==> config.mk <==
export PLATFORM = sky130hd
export DESIGN_NAME = fdce_fdpe
export DESIGN_NICKNAME = d
export VERILOG_FILES = /design/src/rtl/fdce_fdpe.sv
export SDC_FILE = /design/constraint.sdc
export NUM_CORES = 1
export LEC_CHECK = 0
export ABC_AREA = 1
export CAP_MARGIN = 20
export CORE_AREA = 4 4 41 43
export DETAILED_ROUTE_END_ITERATION = 12
export DIE_AREA = 0 0 45 47
export PLACE_DENSITY = 0.61
export SYNTH_ARGS = -nofsm -noshare
export SYNTH_HDL_FRONTEND = slang
export SYNTH_SLANG_ARGS = --single-unit
==> constraint.sdc <==
create_clock -name clk -period 0.9 [get_ports clk]
set_input_delay 0.18 -clock clk [delete_from_list [all_inputs] [get_ports clk]]
set_output_delay 0.18 -clock clk [all_outputs]
set_load 0.02 [all_outputs]
==> src/rtl/fdce_fdpe.sv <==
// Bank of D flip-flops with per-bit clock enable and a shared async active-low reset.
// Each bit clears (FDCE) or presets (FDPE) on reset according to its RESET_VAL bit.
module fdce_fdpe #(
    parameter int unsigned      WIDTH     = 8,
    parameter logic [WIDTH-1:0] INIT      = {WIDTH{1'b0}},
    parameter logic [WIDTH-1:0] RESET_VAL = {WIDTH{1'b0}}
) (
    input  logic             clk,
    input  logic             clr_n,
    input  logic [WIDTH-1:0] ce,
    input  logic [WIDTH-1:0] d,
    output logic [WIDTH-1:0] q
);

    // Power-up value is carried as the register's initial value, matching the primitive's INIT.
    logic [WIDTH-1:0] q_r = INIT;
    logic [WIDTH-1:0] next_s;

    // Per-bit enable mux: enabled bits take d, the others recirculate.
    always_comb begin
        next_s = (ce & d) | (~ce & q_r);
    end

    // Flop bank; an unknown clr_n poisons q instead of being read as deasserted.
    always_ff @(posedge clk or negedge clr_n) begin
        if (!clr_n) begin
            q_r <= RESET_VAL;
        end else if (clr_n) begin
            q_r <= next_s;
        end else begin
            q_r <= {WIDTH{1'bx}};
        end
    end

    assign q = q_r;

endmodule

---- Word-level counts from Yosys, hierarchy flattened ----
Index checks and enable logic that the tools add are counted.
W data, S select, Z words.
cells by class
  multiplexer cells ....................... 1
  bitwise gates (word level) .............. 4
operator list
  cell           number
  $and A8 B8 Y8  2
  $mux W8        1
  $not A8 Y8     1
  $or A8 B8 Y8   1
word-level totals
  register bits after elaboration ......... 8
  input bits .............................. 18
  output and inout port bits .............. 8
  word-level logic and storage cells ...... 6

---- Longest topological paths before layout ----
Gate-level depths: netlist of run 1.
  word-level depth ........................ 4
  gate-level depth with buffers ........... 3
  gate-level depth less buffers ........... 3

---- Worst setup path after synthesis of run 1 ----
OpenSTA, ideal clock, no wires.
  path kind ............................... register to register
  from .................................... reg (tool-made name)
  to ...................................... reg (tool-made name)
  library setup time ...................... 0.117 ns
  data arrival time ....................... 0.559 ns
  required time ........................... 0.783 ns
  path slack .............................. 0.224 ns
  cell stages (with the launch flop) ...... 3
  buffers on the path ..................... 0
  clock period less this slack ............ 0.676 ns
  path through ............................ dfrtp_1 > nand2_1 > nand2_1

==> results of run 1 <==
-- power groups by stage --
stage,clock [W],sequential [W],combinational (W)
after floorplan,0,0.000454,0.0000340
after global placement,0,0.000412,0.000236
after detailed placement,0,0.000414,0.000237
after CTS,0.000294,0.000413,0.000244
after global routing,0.000301,0.000418,0.000260
final,0.000274,0.000413,0.000240
-- layout make-up --
type                            instances  share of cell area
Sequential cell                         8               0.314
Tap cell                               15              0.0295
Clock buffer                            3              0.0354
Timing Repair Buffer                   27               0.432
Inverter                                8              0.0472
Multi-Input combinational cell         24               0.141
-- cell families after synthesis --
kind of cell,synth area share
simple gates,0.281
buf+inv,0.0938
flops,0.625
-- per-stage QoR --
step / TNS [ns] / total power, W / hold WS, ns / utilization
after global routing: -0.628 / 0.000979 / 0.240 / 0.489
after floorplan: 0 / 0.000489 / -0.116 / -
after CTS: -0.507 / 0.000951 / 0.206 / 0.489
final: -0.392 / 0.000926 / 0.214 / 0.489
after global placement: -1.64 / 0.000647 / 0.455 / 0.464
after detailed placement: -1.73 / 0.000650 / 0.461 / 0.464
-- per-layer routing --
layer  global-route usage  wire (µm)  share of wire  up-vias
met5                    0          0              0        -
met1               0.0937        287           0.40      135
met2                0.124        292           0.40       21
li1                     -          -              -      173
met4               0.0702         21          0.029        0
met3               0.0307        122           0.17        4
-- synth_stat cells --
library cell  number  share of area
dfrtp_1            8           0.62
inv_1              8          0.094
nand2_1           24           0.28
-- final timing paths --
check | to | cells past startpoint | start
setup / recovery | q[5] | 1 | flip-flop
hold / removal | asynchronous set/reset pin | 2 | clr_n
setup reg to reg | flip-flop | 2 | flip-flop
hold reg to reg | flip-flop | 2 | flip-flop
max in group asynchronous | asynchronous set/reset pin | 2 | clr_n
min in group clk | flip-flop | 3 | d[0]
-- timing repair --
action	in CTS	in global routing
gates cloned	0	0
pin swaps	0	0
hold endpoints to repair	0	0
setup endpoints to repair	8	8
gates resized for setup	48	0
==> flow_summary.toml, run 1 <==
[flow_run]
drv_cap = 0

[global_route]
grt_overflow = 0
grt_pass1_vias = 308
track_usage = 0.0830
grt_pass1_wl_mm = 1.19
antenna_found_initial = 0
grt_max_degree = 5

[final_layout]
multi_input_area_um2 = 90.1
final_area_um2 = 637
antenna_cells = 0
nFillCells = 129
area.growth.synth_to_final_pct = 98.8
regArea_um2 = 200
final_common_cell = "nand2_1"
fin_cells = 85
mostFrequentLayoutCells = "nand2_1, clkdlybuf4s50_1, inv_1, dfrtp_1, buf_6"
drive_above_1_share = 0.186
nets = 90

[yosys]
synthCells = 40
avgSynthCellArea_um2 = 8.01
yosysWarnings = 0
synth_cell_types = 3
syn_nets = 58
synth.cell_area_um2 = 320
ys_ff_latch = 8
yosysSeqAreaShare = 0.625

[floorplanning]
core-area_um2 = 1300
die_w_um = 45
pin_count = 26
rows = 13
start_util = 0.246
fp.dieH_um = 47
dieArea_um2 = 2120

[critical_path]
slowest_stage = "dfrtp_1"
crit_family = "flip-flops"
path_cells = "buf_6"
critPathMaxFanout = 2
reg2reg_slack_ns = 0.29
required_ns = 0.72
crit_path_end_kind = "output port"
worstSetupStartpointType = "flip-flop"
cpPeakStageDelay_ns = 0.39
worst_ep_arrival_time_ns = 0.77
crit_buf_inv = 1
path_class = "flip-flop to output port"

[clock_network]
htree_num_levels = 1
insertion_delay_ns = 0.25
clock-sinks = 8
clk_path_buf_depth = 2
cts_setup_buffers = 0
cts_tree = "done"
ctsHoldBuffers = 0
clk_pin_slew_ns = 0.05
cts_buffers = 3
root_buffer = "clkbuf_4"

[power]
ir_worst_vdd_uv = 756
p_sw_w = 0.000236
intPower_w = 0.000690
seqPwrFrac = 0.446
power.share.clock = 0.296
p_leak_nw = 0.348
pwr-share-comb = 0.259
power_density_nw_per_um2 = 1450
sw_frac_of_total = 0.255

[placement]
dpl.cell_count = 82
hpwl_um = 604
port_buffers = 25
dpl-instance-area_um2 = 604
routabilityCongestion = 0.577
pre_cts_ws_ns = -0.225

[sta]
fin_skew_ns = 0
timing.slew.headroom = 0.938
setup_slack_ns = -0.0536
hold_viol_final = 0
slew_viol_final = 0
fin_crit_ns = 0.954
worstMarginPinSlew_ns = 0.0925
period_share = 1.06
fmax_mhz = 1050
finalSetupViolations = 8
rsz0062_at_grt = "yes"

[min_path]
min_path_type = "input port to asynchronous set/reset pin"

[status]
outcome = "complete, but fails checks"
violations = "negative setup slack"

[routing]
wl_per_cell_um = 8.52
via_per_inst = 3.92
drcViolationCount = 0
drtIter0Drc = 1
firstDrtPassIters = 2
num_vias = 333
ant_nets = 0
wl_um = 724
Note: power is estimated with default switching activity, not from simulation.
==> inputs of run 2 (changes only) <==
- CTS_CLUSTER_DIAMETER: not set -> 40
==> results of run 2 <==
Final layout, timing and power as in run 1 (identical DEF).
